$ cat src/rtl/mem_bridge.sv
// mem_bridge: sequences 32-bit load/store requests from the control unit
// into byte-wide SRAM cycles, assembling and sign/zero-extending read data.
module mem_bridge (
    input  logic        clk,
    input  logic        reset,
    input  logic [31:0] addr,
    input  logic [31:0] wdata,
    input  logic        mem_read,
    input  logic        mem_write,
    input  logic [3:0]  mem_size,
    input  logic        mem_addr_ready,
    output logic        mem_data_ready,
    output logic [31:0] rdata,
    output logic        bus_oe,
    output logic [18:0] sram_addr,
    output logic        sram_cs_n,
    output logic        sram_oe_n,
    output logic        sram_we_n,
    output logic [7:0]  sram_dq_out,
    output logic        sram_dq_oe,
    input  logic [7:0]  sram_dq_in
);

    typedef enum logic [2:0] {
        IDLE,
        RD,
        WR_SETUP,
        WR_STROBE,
        DONE,
        RELEASE
    } state_t;

    state_t      state_q, state_d;
    logic [1:0]  k_q, k_d;
    logic [1:0]  last_q, last_d;
    logic [18:0] base_q, base_d;
    logic [3:0]  size_q, size_d;
    logic [31:0] wdata_q, wdata_d;
    logic        is_read_q, is_read_d;
    logic [31:0] result_q, result_d;
    logic [31:0] rdata_q, rdata_d;
    logic [31:0] merged;

    // Upper address bits fall outside the SRAM and are deliberately dropped.
    logic unused_addr_hi;
    assign unused_addr_hi = ^addr[31:19];

    // Index of the final byte: one-hot byte/half sizes, anything else is a word.
    function automatic logic [1:0] last_index(input logic [3:0] size);
        case (size)
            4'b1000, 4'b0100: last_index = 2'd0;
            4'b0010, 4'b0001: last_index = 2'd1;
            default:          last_index = 2'd3;
        endcase
    endfunction

    // Width extension of the assembled load value according to the size code.
    function automatic logic [31:0] extend_load(input logic [31:0] raw, input logic [3:0] size);
        logic signed [7:0]  b;
        logic signed [15:0] h;
        logic signed [31:0] s;
        b = raw[7:0];
        h = raw[15:0];
        case (size)
            4'b1000: begin s = b; extend_load = s; end
            4'b0100: extend_load = {24'h000000, raw[7:0]};
            4'b0010: begin s = h; extend_load = s; end
            4'b0001: extend_load = {16'h0000, raw[15:0]};
            default: extend_load = raw;
        endcase
    endfunction

    // Control state and result registers; reset clears everything visible.
    always_ff @(posedge clk) begin
        if (reset) begin
            state_q  <= IDLE;
            k_q      <= 2'd0;
            result_q <= 32'h0;
            rdata_q  <= 32'h0;
        end else begin
            state_q  <= state_d;
            k_q      <= k_d;
            result_q <= result_d;
            rdata_q  <= rdata_d;
        end
    end

    // Request attributes captured at the start of an access.
    always_ff @(posedge clk) begin
        base_q    <= base_d;
        size_q    <= size_d;
        wdata_q   <= wdata_d;
        last_q    <= last_d;
        is_read_q <= is_read_d;
    end

    // Next-state logic: byte sequencing, abort handling and read assembly.
    always_comb begin
        state_d   = state_q;
        k_d       = k_q;
        last_d    = last_q;
        base_d    = base_q;
        size_d    = size_q;
        wdata_d   = wdata_q;
        is_read_d = is_read_q;
        result_d  = result_q;
        rdata_d   = rdata_q;
        merged    = result_q;
        merged[{k_q, 3'b000} +: 8] = sram_dq_in;

        case (state_q)
            IDLE: begin
                if (mem_addr_ready && (mem_read || mem_write)) begin
                    base_d    = addr[18:0];
                    size_d    = mem_size;
                    wdata_d   = wdata;
                    is_read_d = mem_read;
                    last_d    = last_index(mem_size);
                    k_d       = 2'd0;
                    result_d  = 32'h0;
                    state_d   = mem_read ? RD : WR_SETUP;
                end
            end
            RD: begin
                if (!mem_addr_ready) begin
                    k_d     = 2'd0;
                    state_d = IDLE;
                end else begin
                    result_d = merged;
                    if (k_q == last_q) begin
                        rdata_d = extend_load(merged, size_q);
                        state_d = DONE;
                    end else begin
                        k_d = k_q + 2'd1;
                    end
                end
            end
            WR_SETUP: begin
                if (!mem_addr_ready) begin
                    k_d     = 2'd0;
                    state_d = IDLE;
                end else begin
                    state_d = WR_STROBE;
                end
            end
            WR_STROBE: begin
                // The strobe of this cycle always completes; abort only stops what follows.
                if (!mem_addr_ready) begin
                    k_d     = 2'd0;
                    state_d = IDLE;
                end else if (k_q == last_q) begin
                    state_d = DONE;
                end else begin
                    k_d     = k_q + 2'd1;
                    state_d = WR_SETUP;
                end
            end
            DONE: begin
                state_d = RELEASE;
            end
            RELEASE: begin
                if (!mem_addr_ready) begin
                    state_d = IDLE;
                end
            end
            default: begin
                state_d = IDLE;
            end
        endcase
    end

    // Output decode: purely from registered state, no input-to-output paths.
    logic rd_active;
    logic wr_active;
    assign rd_active = (state_q == RD);
    assign wr_active = (state_q == WR_SETUP) || (state_q == WR_STROBE);

    assign sram_cs_n      = !(rd_active || wr_active);
    assign sram_oe_n      = !rd_active;
    assign sram_we_n      = (state_q != WR_STROBE);
    assign sram_dq_oe     = wr_active;
    assign sram_addr      = (rd_active || wr_active) ? (base_q + {17'b0, k_q}) : 19'h0;
    assign sram_dq_out    = wr_active ? wdata_q[{k_q, 3'b000} +: 8] : 8'h00;
    assign mem_data_ready = (state_q == DONE);
    assign bus_oe         = (state_q == DONE) && is_read_q;
    assign rdata          = rdata_q;

endmodule

$ cat config.mk
export PLATFORM = sky130hd
export DESIGN_NAME = mem_bridge
export DESIGN_NICKNAME = d
export VERILOG_FILES = /design/src/rtl/mem_bridge.sv
export SDC_FILE = /design/constraint.sdc
export NUM_CORES = 1
export LEC_CHECK = 0
export CAP_MARGIN = 40
export CORE_ASPECT_RATIO = 0.7
export CORE_UTILIZATION = 50
export CTS_BUF_LIST = sky130_fd_sc_hd__clkbuf_8
export CTS_CLUSTER_DIAMETER = 100
export DETAILED_ROUTE_END_ITERATION = 16
export DONT_BUFFER_PORTS = 1
export PLACE_DENSITY = 0.63
export SLEW_MARGIN = 30
export SYNTH_ARGS = -nofsm -noshare
export SYNTH_HDL_FRONTEND = slang
export SYNTH_SLANG_ARGS = --single-unit
$ cat constraint.sdc
create_clock -name clk -period 12.2 [get_ports clk]
set_input_delay 2.44 -clock clk [delete_from_list [all_inputs] [get_ports clk]]
set_output_delay 2.44 -clock clk [all_outputs]
set_load 0.03 [all_outputs]
* Word level (Yosys, flattened, before mapping)
Index checks and enable logic that the tools add are counted.
** Storage, ports and cells
- Bits of input ports :: 81
- Register bits after elaboration :: 127
- Output and inout bits :: 65
** Operators by class
- Reductions and logical operators :: 18
- Eq/ne operators :: 21
- Mux-type cells :: 22
- Add/sub/neg operators :: 3
- Shift operators :: 3
** Operators with widths (count)
- one-hot mux 32 bit (4 select lines) :: 1
- 2-to-1 mux 32 bit :: 2
- one-hot mux 32 bit (2 select lines) :: 1
- bitwise mux 32 bit :: 1
- variable shift 8 x 7 -> 32 bit, first input constant :: 1
- variable part select 32 x 6 -> 8 bit :: 1
- variable part select 8 x 7 -> 32 bit :: 1
- adder 19 x 2 -> 19 bit :: 1
- 2-to-1 mux 19 bit :: 1
- 2-to-1 mux 3 bit :: 6
- one-hot mux 3 bit (6 select lines) :: 1
- 2-to-1 mux 2 bit :: 6
- AND reduction 3 bit :: 3
- == test 4 x 1 -> 1 bit, second input constant :: 2
- == test 4 x 2 -> 1 bit, second input constant :: 2
- == test 4 x 3 -> 1 bit, second input constant :: 2
- == test 4 bit, second input constant :: 2
- 2-to-1 mux 8 bit :: 1
- != test 2 bit, second input constant :: 4
- negator 5 -> 7 bit :: 1
- == test 3 x 2 -> 1 bit, second input constant :: 2
- == test 3 bit, second input constant :: 2
- != test 3 x 2 -> 1 bit, second input constant :: 2
- one-hot mux 2 bit (3 select lines) :: 1
- 14 further kinds :: 20

* Longest topological paths before layout
- Word-level depth :: 5
- Depth in mapped cells :: 11
- Mapped depth without buffers :: 6

* Least setup slack after synthesis
OpenSTA, ideal clock, no wires.
- Kind :: input-to-reg
- Start :: input mem_addr_ready
- End :: register base_q[0], enable pin
- Setup time :: 0.474 ns
- Cell stages on the path :: 3
- Data arrival time :: 5.152 ns
- Path buffers :: 1
- Setup slack :: 6.574 ns
- Path through :: buf_2 -> nand2b_1 -> nor2_1
** Between the ends
- Word-level cells in the longest chain between the ends :: 2
** Ends and longest elaborated chain
- start, declared :: RTL line 11 : input logic mem_addr_ready,
- logical AND 1 bit :: RTL line 113 : if (mem_addr_ready && (mem_read || mem_write)) begin
- AND reduction 2 bit (no line)
- end signal, assigned :: RTL line 90 : base_q <= base_d;
- end, declared :: RTL line 36 : logic [18:0] base_q, base_d;
No other way between the ends.
A chain may end at the register's enable or synchronous reset.

* Worst setup path in the final report
- Start :: register state_q[1]
- End :: output sram_addr[15]
** Between the ends
- Word-level cells in the longest chain between the ends :: 4
** Ends and longest elaborated chain
- start, declared :: RTL line 33 : state_t state_q, state_d;
- start signal, assigned :: RTL line 81 : state_q <= state_d;
- == test 3 x 2 -> 1 bit :: RTL line 176 : assign wr_active = (state_q == WR_SETUP) || (state_q == WR_STROBE);
- logical OR 1 bit :: RTL line 176
- logical OR 1 bit (*) :: RTL line 182 : assign sram_addr = (rd_active || wr_active) ? (base_q + {17'b0, k_q}) : 19'h0;
- 2-to-1 mux 19 bit (*) :: RTL line 182
- end, declared :: RTL line 15 : output logic [18:0] sram_addr,
Mark *: on every way between the ends. The rest lies on a longest branch, timed or not.

==> results.json <==
{
  "status": "complete, no violations",
  "fin_cells": 734,
  "drive_gt1_share_pct": 13.86,
  "p_leak_nw": 2.066,
  "clockPowerShare_pct": 38.7,
  "fin_hold_ws_ns": 0.5138,
  "final_util_pct": 54.84,
  "async_flop_share_pct": 0,
  "area_growth_pct": 6.905,
  "antenna_found_initial": 0,
  "synth_area_um2": 6016,
  "dpl_cell_area_um2": 6038,
  "placementRows": 33,
  "track_usage_pct": 22.06,
  "viasPerCell": 5.777,
  "cp_cell_sequence": "nor2_1 -> nor2_1 -> inv_1 -> or2_2 -> mux2i_1",
  "gp_congestion": 0.8407,
  "power_frac_seq_pct": 52.3,
  "hold_viol_final": 0,
  "cts_root_buf": "clkbuf_8",
  "final.setup.tns_ns": 0,
  "vias": 4240,
  "core_area_um2": 11730,
  "ys_types": 66,
  "synth_edf_count": 58,
  "port_buffers": 0,
  "max_freq_ghz": 0.1830,
  "yosysWarnings": 0,
  "hold_class": "flop to flop",
  "cts_buffers": 17,
  "cts_resized": 0,
  "grt_setup_unrepaired": "false",
  "synth_seq_cells": 127,
  "hold_path_startpoint": "result_q[14]",
  "max_cap_viol_count": 0,
  "finalCriticalPeriod_ns": 5.464,
  "cts.sinks": 127,
  "clk_pin_slew_ns": 0.08,
  "slew_violations": 0,
  "synth_top_area_share_pct": 28.95,
  "dp.cells": 701,
  "crit_path_top_delay_cell": "mux2i_1",
  "cts_hold_repair.buffers": 0,
  "vdd_ir_drop_max_uv": 73.39,
  "fin_crit_sh_pct": 44.78,
  "tightest_slew_ns": 0.7649,
  "grt_overflow": 0,
  "antenna_cells": 0,
  "worst-setup-path-type": "flop to output port",
  "wl_per_cell_um": 18.26,
  "synthFlopType": "dfxtp_1",
  "startpoint_type": "flop",
  "syn_nets": 665,
  "crit_path_max_fanout": 18,
  "worstPathArrival_ns": 3.02,
  "routed_wl_um": 13400,
  "fin_nets": 653,
  "die-area_um2": 12480,
  "ios": 146,
  "drc": 0,
  "synth_area_leaders": "edfxtp_1, dfxtp_1, nor2_1",
  "switching_share_pct": 28.57,
  "drt_first_pass_iters": 4,
  "drt.antenna.violating_nets": 0,
  "clockBufferDepth": 2,
  "relSlewSlack_pct": 47.55,
  "n_fill_cell": 1061,
  "die_height_um": 93.77,
  "synthCells": 576,
  "dr.first_iter.drc_count": 317,
  "cts_tree": "yes",
  "yosysSeqAreaShare_pct": 51.91,
  "startpoint": "state_q[1]",
  "grt_first_pass_wirelength_um": 21000,
  "die_w_um": 133.1,
  "finClkSkew_ns": 0.01566,
  "path_buf_inv": 1,
  "clk_latency_ns": 0.44,
  "power.density_nw_per_um2": 142.8,
  "power.internal_mw": 0.6562,
  "p_sw_mw": 0.2624,
  "critical_path.max_stage_delay_ns": 0.58,
  "yosysTopAreaCell": "edfxtp_1",
  "htree_levels": 4,
  "crit_path_frequent_cell": "nor2_1",
  "timing.rr.start": "k_q[1]",
  "grt_max_degree": 72,
  "combPwrFrac_pct": 9.0,
  "crit_path_end_kind": "output port",
  "start_util_pct": 51.30,
  "setup_viol": 0,
  "crit_required_ns": 9.76,
  "final_area_um2": 6431,
  "dp_hpwl_um": 9295,
  "avgSynthCellArea_um2": 10.44,
  "crit_family": "simple AND/OR/NAND/NOR gates",
  "cts_setup_buffers": 0,
  "grt_pass1_vias": 3987
}
-- final cells by class --
| type | instances | area [um2] | share of cell area (%) |
|---|---|---|---|
| Timing Repair Buffer | 5 | 41.29 | 0.6420 |
| Tap cell | 157 | 196.4 | 3.054 |
| Multi-Input combinational cell | 367 | 2516 | 39.12 |
| Clock buffer | 17 | 234.0 | 3.638 |
| Inverter | 46 | 172.7 | 2.685 |
| Sequential cell | 127 | 3123 | 48.56 |
| Clock inverter | 15 | 147.6 | 2.296 |
-- per-stage QoR --
stage	worst slack, ns	power, mW
after floorplan	6.574	0.5611
after global placement	7.255	0.5696
after detailed placement	7.225	0.5729
after CTS	6.733	0.9267
after global routing	6.560	0.9550
final	6.736	0.9186
-- per-layer routing --
metal	vias up	share of wire [%]	global-route usage (%)	wire [um]
met1	2054	49	31.26	6514
met5	-	0	0	0
met4	0	0.91	8.712	122
met3	12	7.0	5.663	944
li1	2064	-	-	-
met2	110	43	32.16	5822
-- power groups by stage --
stage	clock network, mW	logic [mW]	registers [mW]
after floorplan	0	0.0739	0.487
after global placement	0	0.0808	0.489
after detailed placement	0	0.0828	0.490
after CTS	0.364	0.0831	0.480
after global routing	0.383	0.0899	0.482
final	0.356	0.0830	0.480
-- path summary, 6_finish.rpt --
check	endpoint	slack, ns	cells past startpoint
setup / recovery	sram_addr[15]	6.74	5
setup reg to reg	rdata[22]	9.07	6
hold reg to reg	result_q[14]	0.51	2
hold / removal	result_q[14]	0.51	2
-- cells in the mapped netlist (2+ instances only) --
| cell | number |
|---|---|
| nor3_1 | 11 |
| o21ai_0 | 13 |
| a211oi_1 | 14 |
| inv_1 | 46 |
| nand3_1 | 10 |
| a211oi_2 | 11 |
| mux4_2 | 8 |
| nand4_1 | 5 |
| nand2b_1 | 4 |
| a21oi_1 | 6 |
| buf_6 | 6 |
| nor2_1 | 93 |
| xnor2_1 | 5 |
| o211ai_1 | 3 |
| and3_1 | 4 |
| edfxtp_1 | 58 |
| buf_2 | 7 |
| and2_1 | 13 |
| ha_1 | 7 |
| nor3_2 | 2 |
| buf_4 | 6 |
| a22oi_1 | 32 |
| buf_1 | 2 |
| o22ai_1 | 11 |
| a31oi_1 | 2 |
| xor2_1 | 9 |
| o32ai_1 | 19 |
| or2_2 | 6 |
| nand4bb_1 | 2 |
| o21ai_1 | 6 |
| or3_1 | 4 |
| nand2_1 | 29 |
| clkbuf_1 | 14 |
| xnor2_2 | 2 |
| mux2i_1 | 5 |
| dfxtp_1 | 69 |
| and4_1 | 3 |
-- cell families after synthesis --
kind of cell | share of synthesized area [%]
AOI/OAI and AO/OA | 16.81
xor gates and xnor gates | 2.579
adders and majority gates | 1.789
buffers and inverters | 6.406
DFF | 51.91
muxes | 4.014
and+or+nand+nor | 16.49
-- layout by cell type, fill, tap and decap left out, drive strengths merged, types with 4 or more instances in the layout --
master / Yosys / layout
clkbuf: 15 / 17
ha: 7 / 7
nor3: 13 / 13
nand2b: 4 / 4
a211oi: 25 / 25
nor2: 93 / 93
or2: 8 / 8
and3: 4 / 4
a21oi: 7 / 7
or3: 4 / 4
a22oi: 32 / 32
o21ai: 19 / 19
xor2: 9 / 9
inv: 46 / 55
o22ai: 12 / 12
o211ai: 4 / 4
mux4: 8 / 8
buf: 21 / 5
edfxtp: 58 / 58
nand2: 30 / 30
mux2i: 5 / 5
dfxtp: 69 / 69
nand3: 11 / 11
o32ai: 20 / 20
xnor2: 7 / 7
and2: 13 / 13
nand4: 5 / 5
-- sequential cells by signal, indices dropped and copies added (netlist names) --
register and cells:
base_q 19, is_read_q 1, k_q 2, last_q 2
wdata_q 32, size_q 4, result_q 32, rdata 32
state_q 3
-- tightest hold or removal path: stages (launching register included) --
cell,delay (ns)
dfxtp_1,0.33
a22oi_1,0.08
nor2_1,0.08
(Power assumes the default switching activity.)
